[src/rtl/icache_refill_ctrl.sv]
// Instruction-cache refill controller: fetches a two-word block on a miss and
// presents it to the cache as a single one-cycle fill write.
module icache_refill_ctrl #(
  parameter int CNT_W = 16
) (
  input  logic             clock,
  input  logic             reset,
  input  logic             i_miss,
  input  logic [31:0]      i_miss_pc,
  output logic             o_mem_req,
  output logic [31:0]      o_mem_addr,
  input  logic             i_mem_ready,
  input  logic [31:0]      i_mem_rdata,
  output logic             o_fill_valid,
  output logic [2:0]       o_fill_index,
  output logic [25:0]      o_fill_tag,
  output logic [63:0]      o_fill_data,
  output logic             o_busy,
  output logic [CNT_W-1:0] o_refill_count
);

  typedef enum logic [1:0] {
    ST_IDLE   = 2'd0,
    ST_REQ_LO = 2'd1,
    ST_REQ_HI = 2'd2,
    ST_FILL   = 2'd3
  } state_t;

  state_t           r_state;
  state_t           w_next_state;
  logic [31:0]      r_base;
  logic [31:0]      r_lo;
  logic [31:0]      r_hi;
  logic [CNT_W-1:0] r_count;
  logic             w_latch_base;
  logic             w_cap_lo;
  logic             w_cap_hi;
  logic             w_fill_done;

  // State register
  always_ff @(posedge clock or posedge reset) begin
    if (reset) begin
      r_state <= ST_IDLE;
    end else begin
      r_state <= w_next_state;
    end
  end

  // Next-state and datapath load enables
  always_comb begin
    w_next_state = r_state;
    w_latch_base = 1'b0;
    w_cap_lo     = 1'b0;
    w_cap_hi     = 1'b0;
    w_fill_done  = 1'b0;
    case (r_state)
      ST_IDLE: begin
        if (i_miss) begin
          w_next_state = ST_REQ_LO;
          w_latch_base = 1'b1;
        end else begin
          w_next_state = ST_IDLE;
        end
      end
      ST_REQ_LO: begin
        if (i_mem_ready) begin
          w_next_state = ST_REQ_HI;
          w_cap_lo     = 1'b1;
        end else begin
          w_next_state = ST_REQ_LO;
        end
      end
      ST_REQ_HI: begin
        if (i_mem_ready) begin
          w_next_state = ST_FILL;
          w_cap_hi     = 1'b1;
        end else begin
          w_next_state = ST_REQ_HI;
        end
      end
      ST_FILL: begin
        w_next_state = ST_IDLE;
        w_fill_done  = 1'b1;
      end
      default: begin
        w_next_state = ST_IDLE;
      end
    endcase
  end

  // Block base, captured beats and saturating refill counter
  always_ff @(posedge clock or posedge reset) begin
    if (reset) begin
      r_base  <= 32'd0;
      r_lo    <= 32'd0;
      r_hi    <= 32'd0;
      r_count <= '0;
    end else begin
      if (w_latch_base) begin
        r_base <= i_miss_pc & 32'hFFFF_FFF8;
      end
      if (w_cap_lo) begin
        r_lo <= i_mem_rdata;
      end
      if (w_cap_hi) begin
        r_hi <= i_mem_rdata;
      end
      if (w_fill_done && (r_count != {CNT_W{1'b1}})) begin
        r_count <= r_count + CNT_W'(1);
      end
    end
  end

  // Request/fill strobes decoded from the state register only, so they never
  // depend on same-cycle inputs
  always_comb begin
    o_mem_req    = 1'b0;
    o_mem_addr   = 32'd0;
    o_fill_valid = 1'b0;
    case (r_state)
      ST_REQ_LO: begin
        o_mem_req  = 1'b1;
        o_mem_addr = r_base;
      end
      ST_REQ_HI: begin
        o_mem_req  = 1'b1;
        o_mem_addr = {r_base[31:3], 3'b100};
      end
      ST_FILL: begin
        o_fill_valid = 1'b1;
      end
      default: begin
        o_mem_req    = 1'b0;
        o_mem_addr   = 32'd0;
        o_fill_valid = 1'b0;
      end
    endcase
  end

  assign o_busy         = (r_state != ST_IDLE);
  assign o_fill_index   = r_base[5:3];
  assign o_fill_tag     = r_base[31:6];
  assign o_fill_data    = {r_hi, r_lo};
  assign o_refill_count = r_count;

endmodule

[config.mk]
export PLATFORM = sky130hd
export DESIGN_NAME = icache_refill_ctrl
export DESIGN_NICKNAME = d
export VERILOG_FILES = /design/src/rtl/icache_refill_ctrl.sv
export SDC_FILE = /design/constraint.sdc
export NUM_CORES = 1
export LEC_CHECK = 0
export ABC_AREA = 0
export CORE_MARGIN = 1
export CORE_UTILIZATION = 37
export DETAILED_ROUTE_END_ITERATION = 8
export GPL_TIMING_DRIVEN = 0
export PLACE_DENSITY = 0.76
export SYNTH_ARGS = -nofsm -noshare
export SYNTH_HDL_FRONTEND = slang
export SYNTH_SLANG_ARGS = --single-unit
[constraint.sdc]
create_clock -name clock -period 4 [get_ports clock]
set_clock_uncertainty 0.05 [all_clocks]
set_input_delay 1 -clock clock [delete_from_list [all_inputs] [get_ports clock]]
set_output_delay 1 -clock clock [all_outputs]
set_load 0.01 [all_outputs]
After elaboration in Yosys (flattened, before gate mapping) --
Index checks and enable logic that the tools add are counted.
Operators by class: add/sub/neg operators 1, equality and inequality tests 4, mux-type cells 12, reduce and logical (&&, ||, !) cells 4
Operators by type and width (number):
- $pmux W32 S2 | 1
- $add A16 B1 Y16 const B | 1
- $ne A16 B16 Y1 const B | 1
- $mux W1 | 9
- $pmux W2 S4 | 1
- $eq A2 B2 Y1 const B | 2
- $eq A2 B1 Y1 const B | 1
- $logic_not A2 Y1 | 1
- $mux W2 | 1
- $reduce_bool A2 Y1 | 1
- $reduce_or A2 Y1 | 1
- $logic_and A1 B1 Y1 | 1
Storage, ports and cells: register bits after elaboration 111, input port bits 68

Depth between registers and ports, before layout --
Gate-level depths: netlist of the first run.
depth in word-level cells 3, mapped depth 6

Worst setup path before layout of the first run --
No wires, ideal clock.
path kind register to output, start point register r_state[0], end point output port o_mem_addr[11], arrival time 1.562 ns, data required time 2.950 ns, setup slack 1.388 ns, stages on the path, launching flop included 7, cells stage by stage dfrtp_1 > inv_1 > ha_1 > o21a_1 > clkbuf_1 > clkbuf_1 > and2_1
Between the ends: word-level cells in the longest chain between the ends 2
RTL lines:
- start: declaration | line 29 | state_t r_state;
- start signal: assignment | line 45 | r_state <= w_next_state;
- $eq A2 B2 Y1 / $eq A2 B1 Y1 (equally long branches) | line 120 | case (r_state)
- $pmux W32 S2 * | line 120
- end: declaration | line 11 | output logic [31:0] o_mem_addr,
Every way passes the cells marked *; elsewhere a longest branch is shown, timed or not.

Final worst setup path of the first run --
start point register r_state[0], end point output port o_mem_addr[7]
Same word-level chain as after synthesis.

==> results list, run 1 <==
- Setup repair after global routing left no endpoint under its margin.
* Commonest non-fill, non-tap cells in the layout: clkdlybuf4s50_1 (206), dfrtp_1 (111), mux2_2 (93), and2_1 (29), clkbuf_16 (9)
* Cell count of the worst hold path: 1
* Total cell area at the placement stage: around 6900 um^2
- Largest delay contributor family on the critical path: buffers and inverters
- For this run, the number of Yosys warnings is 0.
- In this run, the clock network consumes around 18% of the power.
* Antenna diode count: 0
- DP HPWL: around 8.6 mm
- Port bufs: 206
- RePlAce Congestion: approximately 0.83
* Chip Width: between 100 and 150 um
* Worst-case register-to-register setup slack: 1820 ps
- The share of the Yosys chip area taken by registers is 60.49%.
- By instance count, the cell type seen most on the critical path is clkbuf_1.
- Beginning of the worst register-to-register path: r_state[0]
- The cell count after synthesis came out at between 300 and 400.
* Maximum clock rate: 263.9 MHz
* Antenna violations before repair: 0
- Data arrives at the worst endpoint at ~2700 ps.
* Type of element launching the critical path: flop
- The die is about 110 um tall.
- The worst register-to-register path ends at r_base[4].
- Max incr delay on CP: 540 ps
* Time the worst path needs with I/O delays and setup: roughly 3800 ps
* Type of the worst min-delay path: flop to flop
- Final hold slack: about 450 ps
- Count of maximum capacitance violations: 0
* Seq pwr share: a little over a third
- Clock latency on the worst-skew pair, taken at its later pin, is between 300 and 400 ps.
- Per-instance average area after synthesis: 14.22 um^2
- IR analysis of the VDD net gives a maximum drop of 0.0003636 V.
* Boundary pin count: about 210
- At the end of the flow, the number of nets in the layout was roughly 620.
- The worst hold path begins at r_hi[22].
- Global routing consumed, over all layers together, a little under a fifth of the routing resources.
- Detail Route Antenna Nets: 0
- Global route total overflow: 0
* Hold Buf Count CTS: 0
* Fillers: 960
* Net Switching: ~1700 uW
* CP max FO: 10
- The final critical path takes up between 90% and 100% of the cycle.
- After detailed routing, the number of remaining DRC violations is 0.
- First-pass DRT Iterations: 4
- Slew at the pin with the worst max-slew slack: just under 700 ps
- Length in cells of the worst reg-to-reg path: 6
* Total die area: between 10000 and 15000 um^2
* Number of distinct standard cells referenced by the synthesized netlist: 31
- STA classifies the critical path endpoint as an output port.
* Clk slew on worst S/H paths: 70 ps
- Post-CTS Setup Repair Bufs: 0
* Switching part of the total power: a little under a third
- CTS-repair resized insts: 0
* Count of H-tree levels built during CTS: 3
- Counting both buffers and inverters, the worst setup path holds a total of 4.
- Min-Delay Endpoint: r_hi[22]
* DRT Wirelength: roughly 11 mm
- Using the TritonRoute via totals, the vias-per-cell ratio works out to around 4.7.
* Number of clock buffers inserted by TritonCTS: 9
* Placement row count: 40
- The slowest stage of the critical path belongs to the cell clkdlybuf4s50_1.
* Clock buffer depth: 2
* Share of final-layout standard cells stronger than drive strength 1: between 20% and 30%
* Clock tree root driver cell: clkbuf_16
- In this run, the combinational gates consume approximately 46% of the power.
* Layout overhead on the synthesized area: 57.68%
- Clock tree from TritonCTS: built
- Initial DRC Count: 160
- Largest net degree at the start of global routing: 60
* Leakage: 0.003073 uW
- The floorplan step defined a core boundary enclosing 12060 um^2.
* Cell area after layout: a little over 7000 um^2
- Commonest non-fill, non-tap cell in the layout: clkdlybuf4s50_1
* Number of global-route vias before repair: between 3000 and 4000
- Vias post-DR: approximately 3400
* Final Max Tran Viols: 0
- The flow ran to the end, and the final reports show no timing, DRC or antenna violations.
* Power density of the placed cells: about 750 nW/um^2
- The cell area that synthesis handed to floorplanning was approximately 4600 um^2.
- The internal power of the cells totals 3808 uW.
* Flops & latches, synth: approximately 110
- Relative slew margins: 54.03%
- Wire length per cell after detailed routing: 15.87 um
* Core occupancy in the finished layout: about three fifths
* # clock sinks: roughly 110
* Starting Density: about two fifths
- Sequence of cells on the critical path: inv_1 -> ha_1 -> o21a_1 -> clkbuf_1 -> clkbuf_1 -> and2_1 -> clkdlybuf4s50_1
- The first global-routing pass estimated around 18 mm of wire.
* Required time worst endpoint: about 3000 ps
- The final number of hold-violating endpoints came to 0.
- Setup violations remaining at the end of the flow were counted as 0.
- The setup path with the least slack is of type flop to output port.
-- worst register-to-register path, stage by stage, from the launching register on --
cell and delay, ps:
dfrtp_1 440, inv_1 110, ha_1 220, nand2_1 70
clkbuf_1 450, buf_2 370, mux2_2 370
-- state kept, by name, summed over array words and instances (netlist names), named ones only --
signal,flops
o_refill_count,16
r_hi,32
r_state,1
r_lo,32
r_base,29
-- routing by layer --
metal | global-route usage [%] | up-vias | part of all wire [%]
met1 | 20.99 | 1652 | 40
met3 | 4.623 | 14 | 6.8
li1 | - | 1551 | -
met5 | 0 | - | 0
met4 | 7.544 | 0 | 1.7
met2 | 32.43 | 139 | 52
-- synth_stat cells (all sizes together) --
master	count	area (um^2)
buf	9	42.53
nor4b	1	8.760
inv	6	22.52
nand3b	1	7.510
nand2	9	36.29
nor3	7	35.03
nand3	4	20.02
or2	1	6.260
conb	1	3.750
mux2	94	1059
nor4	2	18.77
xnor2	5	43.79
mux2i	1	10.01
and3	3	18.77
dfrtp	111	2778
a21oi	2	10.01
clkbuf	5	18.77
nor2	4	15.01
o21ai	2	10.01
o21a	2	15.01
or4	1	11.26
nand4	8	62.56
ha	7	87.58
xor2	8	70.07
and2	29	181.4
-- per-stage QoR --
stage                     std cells  total power [uW]  setup slack (ps)  TNS (ps)
after global placement          698              4425             -1528   -168960
after global routing            715              5760             6.678         0
after detailed placement        699              4510             520.8         0
after floorplan                 324              2971             19.35         0
final                           715              5462             210.4         0
after CTS                       715              5534             123.3         0
-- power groups by stage --
| stage | Clock [uW] | Sequential, uW | Combinational, uW |
|---|---|---|---|
| after floorplan | 0 | 2160 | 813 |
| final | 997 | 1960 | 2510 |
| after CTS | 1020 | 1960 | 2550 |
| after detailed placement | 0 | 1980 | 2530 |
| after global placement | 0 | 1940 | 2480 |
| after global routing | 1070 | 2030 | 2660 |
-- worst max path at each step --
stage | from | to | slack [ps] | depth (start not counted)
2_1_floorplan | reset | async pin | 20 | 1
3_3_place_gp | reset | r_lo[21] | -1530 | 2
3_5_place_dp | r_state[0] | o_mem_addr[7] | 520 | 7
4_1_cts | r_state[0] | o_mem_addr[7] | 120 | 7
5_1_grt | r_state[0] | o_mem_addr[7] | 7 | 7
6_report | r_state[0] | o_mem_addr[7] | 210 | 7
-- cell type report --
| type | instances | area (um^2) | share of cell area (%) |
|---|---|---|---|
| Clock buffer | 12 | 266.5 | 3.681 |
| Tap cell | 168 | 210.2 | 2.903 |
| Buffer | 14 | 61.31 | 0.8467 |
| Multi-Input combinational cell | 193 | 1734 | 23.95 |
| Inverter | 6 | 25.02 | 0.3456 |
| Sequential cell | 111 | 2778 | 38.36 |
| Clock inverter | 4 | 76.32 | 1.054 |
| Timing Repair Buffer | 207 | 2090 | 28.86 |
-- logic make-up after synthesis --
kind of cell | after synthesis | synth area share [%]
buffers and inverters | 20 | 1.825
adders and majority gates | 7 | 1.907
and+or+nand+nor | 70 | 9.183
other | 1 | 0.08167
xor gates and xnor gates | 13 | 2.480
AOI/OAI and AO/OA | 6 | 0.7629
muxes | 95 | 23.27
DFF | 111 | 60.49
Note: power is estimated with default switching activity, not from simulation.
==> run 2: changes to the inputs <==
Settings changed: CORE_MARGIN 1 to 8, GPL_ROUTABILITY_DRIVEN set to 0.
==> results list, run 2 (synthesized netlist as in run 1, its figures left out) <==
- STA classifies the critical path endpoint as an output port.
* Die Y-Extent: 127.4 um
- Required time worst endpoint: 2950 ps
- Length in cells of the worst reg-to-reg path: 6
* Number of hold violations in the final report: 0
- The tool flagged a number of max-cap violations equal to 0.
- The die is between 100 and 150 um wide.
- The analysis attributes to cell leakage a power of approximately 0.003 uW.
* Setup violation total in the final timing report: 0
- The critical path goes through inv_1 -> ha_1 -> o21a_1 -> clkbuf_1 -> clkbuf_2 -> and2_1 -> clkdlybuf4s50_1.
- The tightest min-delay check is of the flop to flop type.
* Nets: ~620
- Placement row count: 40
- CP max FO: 10
* Initial DRC Count: 179
- In the final routed layout, each cell accounts on average for about 18 um.
- Input and output buffers added on the ports amount to around 210.
* Detail Route Antenna Nets: 0
* CP Data Arrival Time: 2630 ps
* Clock tree from TritonCTS: built
- The post-route netlist has 21.06% of its cells at a drive strength greater than 1.
- Gates resized during post-CTS repair numbered 0.
- Antenna diode count: 0
- Detailed routing inserted a total of 3344 vias.
- In this run the power density over the cells is 742.9 nW/um^2.
* Core outline area: between 10000 and 15000 um^2
* Number of global-route vias before repair: ~3700
- Boundary pin count: ~210
* CP max stage cell: clkdlybuf4s50_1
- In the layout the commonest cells are clkdlybuf4s50_1 (206), dfrtp_1 (111), mux2_2 (93), and2_1 (29), clkbuf_16 (9).
- Fillers: between 900 and 1000
- Post-CTS Setup Repair Bufs: 0
* Clock buffer depth: 2
- Clock tree root driver cell: clkbuf_16
- Compared with the post-synthesis result, the final layout area differs by 55.89%.
- DP HPWL: 10.06 mm
- Period utilization: between 90% and 100%
- IR drop worst, VDD: between 0.0003 and 0.0004 V
* Type of element launching the critical path: flop
* Unrepaired setup endpoints after global routing: no
- Largest net degree at the start of global routing: 64
- For this design, the sink count on the clock tree is 111.
- Clock-pin slew was measured on the worst setup and hold paths at roughly 60 ps.
- Core occupancy in the finished layout: ~59%
- Number of clock buffers inserted by TritonCTS: 9
- Global-route wire length before repair: about 20 mm
* Final Max Tran Viols: 0
- Relative slew margins: between 50 and 60%
- Once the floorplan was initialized, standard cells occupied 38.07% of the core.
* Commonest non-fill, non-tap cell in the layout: clkdlybuf4s50_1
- DRT Wirelength: between 10 and 15 mm
- Before CTS, the worst setup slack after placement is 551.5 ps.
- In the routed design, unresolved DRC markers number 0.
* PnR worst setup slack: around 320 ps
* Largest registers in the final layout: r_hi x32, r_lo x32, r_base x29
- For this run, the slowest stage of the critical path takes approximately 540 ps.
- Antenna violations before repair: 0
- Dividing the detail-routed via count by the number of cells gives 4.683.
- Slew at the pin with the worst max-slew slack: around 640 ps
* GRT Overall Usage: approximately 16%
- Cell count of the worst hold path: 1
- The clock tree synthesis step divided the H-tree into 3 levels.
* Crit Path Class: flop to output port
* Global route total overflow: 0
- Before antenna repair, the detailed router went through 4 iterations.
* Insertion delay to the later sink of the worst-skew pair: roughly 340 ps
* Time the worst path needs with I/O delays and setup: around 3700 ps
- After clock tree synthesis, the flow added hold-fix buffers numbering 0.
- Result of the run: finished, final reports clean
* Total die area: ~16000 um^2
- Timing would allow up to about 270 MHz.
==> run 2: cell count changes in the layout (fill, tap and decap cells not counted) <==
| cell | delta |
|---|---|
| clkbuf_1 | +3 |
| bufinv_16 | -2 |
| clkbuf_8 | -2 |
| clkbuf_2 | +1 |
| clkinv_2 | +1 |
| clkinv_4 | -1 |
| clkinvlp_4 | -1 |
==> run 2: report_power, final <==
group / switching [uW] / internal, uW
registers: 328 / 1630
logic: 973 / 1580
clock network: 372 / 437
==> run 2: critical path, delay by kind of cell, from the launching register on <==
kind / cells / cell delay [ps]
compound gates: 1 / 150
flops: 1 / 450
fa+ha+maj: 1 / 320
buf+inv: 4 / 1220
simple gates: 1 / 150
==> run 2: path summary, 6_finish.rpt <==
kind                             from             end  slack (ps)
setup / recovery           r_state[0]  o_mem_addr[21]         320
hold / removal               r_hi[24]        r_hi[24]         450
setup reg to reg           r_state[0]      r_base[31]        1770
hold reg to reg              r_hi[24]        r_hi[24]         450
max in group asynchronous       reset      r_base[17]        2130
min in group asynchronous       reset        r_hi[19]        1060
==> run 2: final cells by class <==
class / count / area, um^2 / area share [%]
inverters: 6 / 25.02 / 0.3496
multi-input cells: 193 / 1734 / 24.23
repair buffers: 207 / 2090 / 29.19
clock inverters: 1 / 5.005 / 0.06992
flip-flops and latches: 111 / 2778 / 38.80
well taps: 168 / 210.2 / 2.937
clock buffers: 14 / 254.0 / 3.548
plain buffers: 14 / 62.56 / 0.8740
==> run 2: metal layers <==
| metal | track usage (%) | vias up | part of all wire [%] |
|---|---|---|---|
| li1 | - | 1548 | - |
| met1 | 17.38 | 1657 | 40 |
| met2 | 27.59 | 127 | 50 |
| met3 | 6.656 | 12 | 9.3 |
| met4 | 6.018 | 0 | 1.5 |
| met5 | 0 | - | 0 |
==> run 2: stage by stage <==
step	power (uW)	setup TNS (ps)	std cells	cell area, um^2	hold slack (ps)
final	5318	0	714	7158	451.6
after global routing	5639	0	714	7158	475.7
after CTS	5402	0	714	7157	457.8
after detailed placement	4562	0	699	6898	442.5
after global placement	4480	-165810	698	6868	437.7
after floorplan	2971	0	324	4596	471.7
==> run 3: changes to the inputs <==
Settings changed: SLEW_MARGIN set to 5.
==> results of run 3 <==
Same layout as run 2: the final DEF is identical, and so are final timing and power.
